<file path="config.mk">
export PLATFORM = sky130hd
export DESIGN_NAME = mips_cpu_halt_monitor_flat
export DESIGN_NICKNAME = d
export VERILOG_FILES = /design/src/rtl/mips_cpu_halt_monitor_if.sv /design/src/rtl/mips_cpu_halt_monitor.sv /design/src/flat_wrapper.sv
export SDC_FILE = /design/constraint.sdc
export NUM_CORES = 1
export LEC_CHECK = 0
export ABC_CLOCK_PERIOD_IN_PS = 6000
export BUFFER_PORTS_ARGS = -buffer_cell sky130_fd_sc_hd__buf_2
export CAP_MARGIN = 20
export CORE_MARGIN = 2
export CORE_UTILIZATION = 49
export CTS_CLUSTER_SIZE = 16
export DETAILED_ROUTE_END_ITERATION = 10
export HOLD_SLACK_MARGIN = 0.15
export PLACE_DENSITY = 0.85
export SETUP_SLACK_MARGIN = 0.3
export SLEW_MARGIN = 5
export SYNTH_ARGS = -nofsm -noshare
export SYNTH_HDL_FRONTEND = slang
export SYNTH_SLANG_ARGS = --single-unit
</file>
<file path="constraint.sdc">
create_clock -name clk -period 6 [get_ports clk]
set_input_delay 0.6 -clock clk [delete_from_list [all_inputs] [get_ports clk]]
set_output_delay 0.6 -clock clk [all_outputs]
set_load 0.005 [all_outputs]
</file>
<file path="src/rtl/mips_cpu_halt_monitor_if.sv">
// Status bundle between mips_cpu_harvard, its bench and the halt monitor.
// slave: monitor view (CPU status in, verdict out); master: driver view.
interface mips_cpu_halt_monitor_if #(
  parameter int CNT_W = 16
);
  logic             clk_enable;
  logic             active;
  logic [31:0]      instr_address;
  logic [31:0]      register_v0;
  logic             check_en;
  logic [31:0]      expected_v0;
  logic             running;
  logic             done;
  logic             pass;
  logic             fail;
  logic             timeout;
  logic             vector_err;
  logic [CNT_W-1:0] cycle_count;
  logic [31:0]      final_v0;

  modport slave (
    input  clk_enable, active, instr_address,
    input  register_v0, check_en, expected_v0,
    output running, done, pass, fail, timeout,
    output vector_err, cycle_count, final_v0
  );

  modport master (
    output clk_enable, active, instr_address,
    output register_v0, check_en, expected_v0,
    input  running, done, pass, fail, timeout,
    input  vector_err, cycle_count, final_v0
  );
endinterface

</file>
<file path="src/rtl/mips_cpu_halt_monitor.sv">
// Watches CPU status, detects end of run, captures $v0, flags verdict.
// Ports: clk, reset (async high), bus (slave modport of the _if bundle).
module mips_cpu_halt_monitor #(
  parameter logic [31:0] RESET_VECTOR   = 32'hBFC00000,
  parameter logic [31:0] HALT_ADDR      = 32'h00000000,
  parameter int          TIMEOUT_CYCLES = 1000,
  parameter int          CNT_W          = 16
) (
  input logic clk,
  input logic reset,
  mips_cpu_halt_monitor_if.slave bus
);

  localparam logic [CNT_W-1:0] CNT_LAST = CNT_W'(TIMEOUT_CYCLES - 1);
  localparam logic [CNT_W-1:0] CNT_MAX  = CNT_W'(TIMEOUT_CYCLES);

  typedef enum logic [1:0] {
    WAIT_START,
    RUN,
    HALT,
    TOUT
  } state_t;

  state_t           state_q, state_d;
  logic             running_q, running_d;
  logic             done_q, done_d;
  logic             pass_q, pass_d;
  logic             fail_q, fail_d;
  logic             tout_q, tout_d;
  logic             vec_q, vec_d;
  logic [CNT_W-1:0] cnt_q, cnt_d;
  logic [31:0]      v0_q, v0_d;
  logic             halt_now;
  logic             good;

  assign halt_now = !bus.active
                 || (bus.instr_address == HALT_ADDR);
  // vector_err is already registered by the time RUN is evaluated
  assign good = !vec_q
             && (!bus.check_en
                 || bus.register_v0 == bus.expected_v0);

  always_comb begin
    state_d   = state_q;
    running_d = running_q;
    done_d    = done_q;
    pass_d    = pass_q;
    fail_d    = fail_q;
    tout_d    = tout_q;
    vec_d     = vec_q;
    cnt_d     = cnt_q;
    v0_d      = v0_q;
    if (bus.clk_enable) begin
      unique case (state_q)
        WAIT_START: begin
          cnt_d = '0;
          if (bus.active) begin
            state_d   = RUN;
            running_d = 1'b1;
            if (bus.instr_address != RESET_VECTOR)
              vec_d = 1'b1;
          end
        end
        RUN: begin
          if (halt_now) begin
            state_d   = HALT;
            running_d = 1'b0;
            done_d    = 1'b1;
            v0_d      = bus.register_v0;
            pass_d    = good;
            fail_d    = !good;
          end else if (cnt_q == CNT_LAST) begin
            state_d   = TOUT;
            running_d = 1'b0;
            done_d    = 1'b1;
            tout_d    = 1'b1;
            pass_d    = 1'b0;
            fail_d    = 1'b1;
            v0_d      = bus.register_v0;
            cnt_d     = CNT_MAX;
          end else begin
            cnt_d = cnt_q + CNT_W'(1);
          end
        end
        HALT, TOUT: begin
        end
        default: begin
          state_d = WAIT_START;
        end
      endcase
    end
  end

  always_ff @(posedge clk or posedge reset) begin
    if (reset) begin
      state_q   <= WAIT_START;
      running_q <= 1'b0;
      done_q    <= 1'b0;
      pass_q    <= 1'b0;
      fail_q    <= 1'b0;
      tout_q    <= 1'b0;
      vec_q     <= 1'b0;
      cnt_q     <= '0;
      v0_q      <= '0;
    end else begin
      state_q   <= state_d;
      running_q <= running_d;
      done_q    <= done_d;
      pass_q    <= pass_d;
      fail_q    <= fail_d;
      tout_q    <= tout_d;
      vec_q     <= vec_d;
      cnt_q     <= cnt_d;
      v0_q      <= v0_d;
    end
  end

  assign bus.running     = running_q;
  assign bus.done        = done_q;
  assign bus.pass        = pass_q;
  assign bus.fail        = fail_q;
  assign bus.timeout     = tout_q;
  assign bus.vector_err  = vec_q;
  assign bus.cycle_count = cnt_q;
  assign bus.final_v0    = v0_q;

endmodule

</file>
<file path="src/flat_wrapper.sv">
// flat-port wrapper written by rule: the top's interface ports become plain ports
module mips_cpu_halt_monitor_flat 
#(
  parameter logic [31:0] RESET_VECTOR   = 32'hBFC00000,
  parameter logic [31:0] HALT_ADDR      = 32'h00000000,
  parameter int          TIMEOUT_CYCLES = 1000,
  parameter int          CNT_W          = 16
)
  (clk, reset, bus_clk_enable, bus_active, bus_instr_address, bus_register_v0, bus_check_en, bus_expected_v0, bus_running, bus_done, bus_pass, bus_fail, bus_timeout, bus_vector_err, bus_cycle_count, bus_final_v0);
  mips_cpu_halt_monitor_if #(.CNT_W(CNT_W)) bus_i ();
  input logic clk;
  input logic reset;
  input wire logic [$bits(bus_i.clk_enable)-1:0] bus_clk_enable;
  input wire logic [$bits(bus_i.active)-1:0] bus_active;
  input wire logic [$bits(bus_i.instr_address)-1:0] bus_instr_address;
  input wire logic [$bits(bus_i.register_v0)-1:0] bus_register_v0;
  input wire logic [$bits(bus_i.check_en)-1:0] bus_check_en;
  input wire logic [$bits(bus_i.expected_v0)-1:0] bus_expected_v0;
  output wire logic [$bits(bus_i.running)-1:0] bus_running;
  output wire logic [$bits(bus_i.done)-1:0] bus_done;
  output wire logic [$bits(bus_i.pass)-1:0] bus_pass;
  output wire logic [$bits(bus_i.fail)-1:0] bus_fail;
  output wire logic [$bits(bus_i.timeout)-1:0] bus_timeout;
  output wire logic [$bits(bus_i.vector_err)-1:0] bus_vector_err;
  output wire logic [$bits(bus_i.cycle_count)-1:0] bus_cycle_count;
  output wire logic [$bits(bus_i.final_v0)-1:0] bus_final_v0;
  assign bus_i.clk_enable = bus_clk_enable;
  assign bus_i.active = bus_active;
  assign bus_i.instr_address = bus_instr_address;
  assign bus_i.register_v0 = bus_register_v0;
  assign bus_i.check_en = bus_check_en;
  assign bus_i.expected_v0 = bus_expected_v0;
  assign bus_running = bus_i.running;
  assign bus_done = bus_i.done;
  assign bus_pass = bus_i.pass;
  assign bus_fail = bus_i.fail;
  assign bus_timeout = bus_i.timeout;
  assign bus_vector_err = bus_i.vector_err;
  assign bus_cycle_count = bus_i.cycle_count;
  assign bus_final_v0 = bus_i.final_v0;
  mips_cpu_halt_monitor #(.RESET_VECTOR(RESET_VECTOR), .HALT_ADDR(HALT_ADDR), .TIMEOUT_CYCLES(TIMEOUT_CYCLES), .CNT_W(CNT_W)) u_core (.clk(clk), .reset(reset), .bus(bus_i));
endmodule
</file>
==> results.sh, run 1 <==
export IMPL_globalRouteOverflowTotal=0
export IMPL_fin_worst_skew_ns=0.00580
export IMPL_finalCritPeriodShare=0.415
export IMPL_layout_min_cycle_time_ns=2.49
export IMPL_totalNegativeSetupSlack_ns=0
export IMPL_track_usage=0.248
export IMPL_drc_errors=0
export IMPL_drt_wl_total_um=8300
export IMPL_start_kind="flop"
export IMPL_fin_area_sq_mm=0.00401
export IMPL_cts_hold_buf=0
export IMPL_io_buffers=154
export IMPL_ys_ff_latch=56
export IMPL_nets=532
export IMPL_slew_headroom=0.446
export IMPL_layout_common_cells="155 x buf_2, 56 x dfrtp_1, 32 x xor2_1"
export IMPL_grt_pass1_wl_um=14100
export IMPL_cts_clk_slew_worst_paths_ns=0.09
export IMPL_p_comb_frac=0.355
export IMPL_pre_cts_ws_ns=3.30
export IMPL_drive_above_1_share=0.450
export IMPL_crit_start="u_core.bus.cycle_count[0]$_DFFE_PP0P_"
export IMPL_die_w_um=82.9
export IMPL_die_y_um=82.9
export IMPL_post_drt_wl_per_cell_um=16.4
export IMPL_yosysWarnings=0
export IMPL_criticalPathCategory="flop to flop"
export IMPL_viasPerCell=5.55
export IMPL_synth_area_top_cells="dfrtp_1 46%, xor2_1 9.2%, mux2_4 8.9%"
export IMPL_cp_top_family="simple AND/OR/NAND/NOR gates"
export IMPL_maxCapViolCount=0
export IMPL_core_sq_mm=0.00596
export IMPL_drtAntennaViolNets=0
export IMPL_status="completed"
export IMPL_cts_root_buf="clkbuf_8"
export IMPL_antenna_found_initial=1
export IMPL_synth_edf_count=0
export IMPL_power_share_clock=0.176
export IMPL_setup_ws_ns=3.51
export IMPL_grt_max_degree=57
export IMPL_crit_chain="ha_1 -> or3b_2 -> nor4_4 -> o21ai_4 -> buf_4 -> mux2_1"
export IMPL_grt_pass1_vias=2890
export IMPL_syn_to_final_growth_pct=31.4
export IMPL_vdd_drop_max_mv=0.192
export IMPL_rsz0062_at_grt="no"
export IMPL_drv_slew=0
export IMPL_slowest_delay_ns=0.49
export IMPL_p_switching_mw=0.442
export IMPL_p_per_area_mw_per_mm2=342
export IMPL_numCtsBuffers=5
export IMPL_cts_resized=0
export IMPL_yosys_area_top_type="dfrtp_1"
export IMPL_hold_path_class="primary input to async pin"
export IMPL_critPathMaxFanout=37
export IMPL_clock_fmax_ghz=0.401
export IMPL_drt_pass1_iterations=4
export IMPL_initial_core_util=0.512
export IMPL_finalSetupViolations=0
export IMPL_num_vias=2813
export IMPL_cts_tree="done"
export IMPL_synth_top_area_share=0.460
export IMPL_dieArea_sq_mm=0.00687
export IMPL_ys_seq_area_frac=0.460
export IMPL_place_hpwl_um=6520
export IMPL_netlist_area_sq_mm=0.00305
export IMPL_p_sw_frac=0.322
export IMPL_worst_path_buf_inv=1
export IMPL_p_leak_nw=2.04
export IMPL_synth_nets=372
export IMPL_intPower_mw=0.930
export IMPL_clockBufferDepth=2
export IMPL_async_flop_share=1.00
export IMPL_htreeDepth=2
export IMPL_p_seq_frac=0.469
export IMPL_placed_area_sq_mm=0.00390
export IMPL_hold_slack_ns=0.466
export IMPL_cts_num_sinks=56
export IMPL_reg2reg_from="u_core.bus.cycle_count[0]$_DFFE_PP0P_"
export IMPL_worstPathRequired_ns=6.19
export IMPL_hold_viol_final=0
export IMPL_clkLatencyLatePin_ns=0.30
export IMPL_synthFlopType="dfrtp_1"
export IMPL_critPathArrivalTime_ns=2.68
export IMPL_cts_setup_buffers=0
export IMPL_endpoint_kind="flop"
export IMPL_tightest_slew_ns=0.831
export IMPL_syn_avg_cell_area_sq_um=11.3
export IMPL_layout_commonest_cell="buf_2"
export IMPL_synthDistinctLibCells=43
export IMPL_slowest_stage="or3b_2"
export IMPL_drt_iter0_drc=116
export IMPL_gp_congestion=0.920
export IMPL_rows=28
export IMPL_ios=155
export IMPL_syn_inst=270
-- worst paths after layout --
| path | endpoint | slack, ns | cells past startpoint |
|---|---|---|---|
| min in group clk | u_core.bus.timeout$_DFFE_PP0P_ | 0.47 | 1 |
| worst max register to register | u_core.bus.final_v0[6]$_DFFE_PP0P_ | 3.51 | 6 |
| worst min-delay path | u_core.bus.final_v0[21]$_DFFE_PP0P_ | 0.47 | 3 |
| max in group asynchronous | u_core.bus.vector_err$_DFFE_PP0P_ | 5.07 | 3 |
| worst min register to register | u_core.bus.timeout$_DFFE_PP0P_ | 0.47 | 1 |
| worst max-delay path | u_core.bus.final_v0[6]$_DFFE_PP0P_ | 3.51 | 6 |
-- cells by family after synthesis --
kind of cell	count (synthesis)	synth area share
and+or+nand+nor	92	0.172
DFF	56	0.460
AOI/OAI and AO/OA	40	0.102
muxes	33	0.144
xor gates and xnor gates	32	0.0919
buffers and inverters	16	0.0271
adders and majority gates	1	0.00410
-- layer usage --
layer  track usage  up-vias  wire length (um)  part of all wire
met1         0.327     1312              3330              0.40
met5             0        -                 0                 0
li1              -     1332                 -                 -
met3        0.0517       23               603             0.073
met2         0.411      146              4140              0.50
met4        0.0790        0               230             0.028
-- power by group through the flow --
stage / Combinational, mW / Clock (mW) / Sequential (mW)
2_1_floorplan: 0.238 / 0 / 0.641
3_3_place_gp: 0.463 / 0 / 0.640
3_5_place_dp: 0.489 / 0 / 0.648
4_1_cts: 0.492 / 0.248 / 0.640
5_1_grt: 0.531 / 0.263 / 0.666
6_report: 0.487 / 0.241 / 0.644
-- metrics by stage --
step | utilization | total power [mW] | instances
after global routing | 0.673 | 1.46 | 507
after floorplan | - | 0.880 | 270
after global placement | 0.653 | 1.10 | 497
after detailed placement | 0.654 | 1.14 | 498
after CTS | 0.672 | 1.38 | 506
final | 0.673 | 1.37 | 507
-- cell type report --
| type | instances | area (sq um) |
|---|---|---|
| Antenna cell | 1 | 2.50 |
| Tap cell | 75 | 93.8 |
| Sequential cell | 56 | 1400 |
| Timing Repair Buffer | 157 | 791 |
| Fill cell | 453 | 1950 |
| Clock inverter | 2 | 35.0 |
| Clock buffer | 6 | 72.6 |
| Inverter | 12 | 45.0 |
| Multi-Input combinational cell | 198 | 1570 |
-- worst register-to-register path, stage by stage (launching register included) --
cell,delay (ns)
dfrtp_1,0.45
ha_1,0.25
or3b_2,0.49
nor4_4,0.40
o21ai_4,0.10
buf_4,0.31
mux2_1,0.40
-- flip-flops by register name (all words and copies together), names as in the netlist --
register                flops
u_core.bus.cycle_count     16
u_core.bus.done             1
u_core.bus.fail             1
u_core.bus.final_v0        32
u_core.bus.pass             1
u_core.bus.running          1
u_core.bus.timeout          1
u_core.bus.vector_err       1
u_core.state_q              2
-- cells in the mapped netlist, types with 2 or more instances --
library cell and instances:
or4_1 5, dfrtp_1 56, a31oi_1 4, nand2b_1 3
mux2_4 18, xor2_1 32, nor4_1 15, inv_1 12
nand2_1 12, o21ai_0 7, or4b_1 2, mux2_1 7
mux2_2 7, a21o_1 4, a221o_1 3, a21oi_1 2
nor2_1 12, and2_1 2, o211ai_1 9, a211oi_1 2
buf_6 3, nand4_1 7, or3_1 3, nor3_1 7
and4_1 2, nand3_1 17
(Power assumes the default switching activity.)
==> run 2, diff against run 1 <==
ABC_AREA = 1   (was not set)
ABC_CLOCK_PERIOD_IN_PS = 2300   (was 6000)
CORE_UTILIZATION = 47   (was 49)
PLACE_DENSITY = 0.81   (was 0.85)
clock period = 2.3 ns   (was 6 ns; I/O delays follow)
==> results.sh, run 2 <==
export IMPL_layout_common_cells="184 x nand2_1, 154 x buf_2, 56 x dfrtp_1"
export IMPL_synth_top_area_share=0.436
export IMPL_grt_pass1_wl_um=13800
export IMPL_cts_tree="done"
export IMPL_yosysWarnings=0
export IMPL_crit_chain="ha_1 -> nand2_2 -> nor3_1 -> and2_1 -> nand2_1 -> nand3_2 -> nand2_4 -> inv_8 -> or2_2"
export IMPL_post_drt_wl_per_cell_um=12.3
export IMPL_synthFlopType="dfrtp_1"
export IMPL_layout_min_cycle_time_ns=1.72
export IMPL_p_per_area_mw_per_mm2=411
export IMPL_maxCapViolCount=0
export IMPL_yosys_area_top_type="dfrtp_1"
export IMPL_hold_viol_final=0
export IMPL_io_buffers=154
export IMPL_power_share_clock=0.309
export IMPL_slew_headroom=0.621
export IMPL_numCtsBuffers=5
export IMPL_reg2reg_from="u_core.bus.cycle_count[0]$_DFFE_PP0P_"
export IMPL_htreeDepth=2
export IMPL_finalSetupViolations=0
export IMPL_die_y_um=86.7
export IMPL_syn_avg_cell_area_sq_um=7.40
export IMPL_cts_num_sinks=56
export IMPL_syn_inst=434
export IMPL_grt_max_degree=45
export IMPL_rsz0062_at_grt="no"
export IMPL_drtAntennaViolNets=0
export IMPL_cts_setup_buffers=0
export IMPL_largest_register_ffs=32
export IMPL_p_sw_frac=0.235
export IMPL_min_from="bus_register_v0[27]"
export IMPL_core_sq_mm=0.00672
export IMPL_nets=707
export IMPL_gp_congestion=0.861
export IMPL_vdd_drop_max_mv=0.257
export IMPL_drt_pass1_iterations=4
export IMPL_fin_worst_skew_ns=0.0114
export IMPL_rows=30
export IMPL_drt_iter0_drc=134
export IMPL_p_seq_frac=0.556
export IMPL_initial_core_util=0.478
export IMPL_p_comb_frac=0.135
export IMPL_critPathArrivalTime_ns=1.92
export IMPL_synth_most_common_cell="nand2_1"
export IMPL_slowest_delay_ns=0.43
export IMPL_fin_util=0.640
export IMPL_nFillCells=577
export IMPL_slowest_stage="dfrtp_1"
export IMPL_instances_no_fill=685
export IMPL_setup_ws_ns=0.579
export IMPL_netlist_area_sq_mm=0.00321
export IMPL_clockBufferDepth=2
export IMPL_status="completed"
export IMPL_synth_nets=536
export IMPL_totalNegativeSetupSlack_ns=0
export IMPL_syn_to_final_growth_pct=33.8
export IMPL_finalCritPeriodShare=0.748
export IMPL_ys_ff_latch=56
export IMPL_die_w_um=86.7
export IMPL_synth_edf_count=0
export IMPL_synth_area_top_cells="dfrtp_1 44%, nand2_1 21%, xnor2_1 7.1%"
export IMPL_cts_hold_buf=16
export IMPL_clkLatencyLatePin_ns=0.31
export IMPL_multi_input_area_sq_mm=0.00159
export IMPL_start_kind="flop"
export IMPL_drive_above_1_share=0.304
export IMPL_antenna_found_initial=0
export IMPL_synth_common_cells="184 x nand2_1, 56 x dfrtp_1, 47 x nor2_1"
export IMPL_async_flop_share=1.00
export IMPL_p_total_mw=1.77
export IMPL_hold_path_class="primary input to flop"
export IMPL_antenna_cells=0
export IMPL_worstPathRequired_ns=2.50
export IMPL_tightest_slew_ns=0.568
export IMPL_dp_cells=662
export IMPL_place_hpwl_um=6410
export IMPL_cts_root_buf="clkbuf_8"
export IMPL_num_vias=3295
export IMPL_layout_commonest_cell="nand2_1"
export IMPL_pre_cts_ws_ns=0.577
export IMPL_crit_start="u_core.bus.cycle_count[0]$_DFFE_PP0P_"
export IMPL_globalRouteOverflowTotal=0
export IMPL_dieArea_sq_mm=0.00751
export IMPL_ys_seq_area_frac=0.436
export IMPL_p_switching_mw=0.416
export IMPL_cts_clk_slew_worst_paths_ns=0.10
export IMPL_critPathMaxFanout=27
export IMPL_ios=155
export IMPL_grt_pass1_vias=3178
export IMPL_drc_errors=0
export IMPL_cts_resized=0
export IMPL_clock_fmax_ghz=0.581
export IMPL_p_leak_nw=2.42
export IMPL_viasPerCell=4.81
export IMPL_track_usage=0.228
export IMPL_r2r_cells=9
export IMPL_seqCellArea_sq_mm=0.00140
export IMPL_intPower_mw=1.35
export IMPL_drv_slew=0
export IMPL_criticalPathCategory="flop to flop"
export IMPL_drt_wl_total_um=8410
export IMPL_hold_depth=3
export IMPL_synthDistinctLibCells=33
export IMPL_r2r_setup_slack_ns=0.58
export IMPL_endpoint_kind="flop"
## run 2: changes by cell type after synthesis, sizes merged, moves of 5 or more
cell and delta:
xor2 -25, or2 +6, nand2 +176, or4 -5, xnor2 +26, mux2 -32, nor4 -15, nor2 +38
o21ai +16, nand3 -5, o211ai -9, inv +24, buf +5
## run 2: path summary, 6_finish.rpt
check / endpoint
worst max register to register: u_core.bus.done$_DFFE_PP0P_
worst min register to register: u_core.bus.final_v0[29]$_DFFE_PP0P_
worst max-delay path: u_core.bus.done$_DFFE_PP0P_
worst min-delay path: u_core.bus.final_v0[27]$_DFFE_PP0P_
min in group asynchronous: u_core.bus.final_v0[25]$_DFFE_PP0P_
max in group asynchronous: u_core.bus.final_v0[11]$_DFFE_PP0P_
## run 2: area by class of cell
type / instances / area share
repair buffers: 172 / 0.226
clock buffers: 6 / 0.0192
inverters: 36 / 0.0332
multi-input cells: 334 / 0.370
well taps: 80 / 0.0233
flip-flops and latches: 56 / 0.326
clock inverters: 1 / 0.00204
## run 2: through the flow
step | hold WS [ns] | instance area (sq um)
after global placement | 0.319 | 4050
after global routing | 0.159 | 4300
after detailed placement | 0.321 | 4050
after floorplan | 0.340 | 3210
final | 0.155 | 4300
after CTS | 0.150 | 4300
## run 2: per-layer routing
| metal | part of all wire | global-route usage | wire length (um) |
|---|---|---|---|
| met1 | 0.41 | 0.273 | 3470 |
| met4 | 0.018 | 0.0767 | 149 |
| met5 | 0 | 0 | 0 |
| met2 | 0.52 | 0.414 | 4410 |
| met3 | 0.046 | 0.0371 | 383 |
## run 2: cell families after synthesis
group / Yosys count / share of synthesized area
AOI/OAI and AO/OA: 29 / 0.0530
adders and majority gates: 1 / 0.00389
DFF: 56 / 0.436
and+or+nand+nor: 271 / 0.349
buffers and inverters: 44 / 0.0685
xor gates and xnor gates: 33 / 0.0900
## run 2: power by group through the flow
stage	registers [mW]	clock network, mW	logic, mW
after CTS	0.984	0.567	0.239
after global routing	0.984	0.604	0.267
final	0.984	0.546	0.239
after floorplan	1.00	0	0.0949
after detailed placement	1.00	0	0.218
after global placement	1.00	0	0.209
## run 2: critical path, delay by kind of cell (launching register included)
family	cells	cell delay, ns
DFF	1	0.43
buffers and inverters	1	0.09
adders and majority gates	1	0.25
and+or+nand+nor	7	0.85
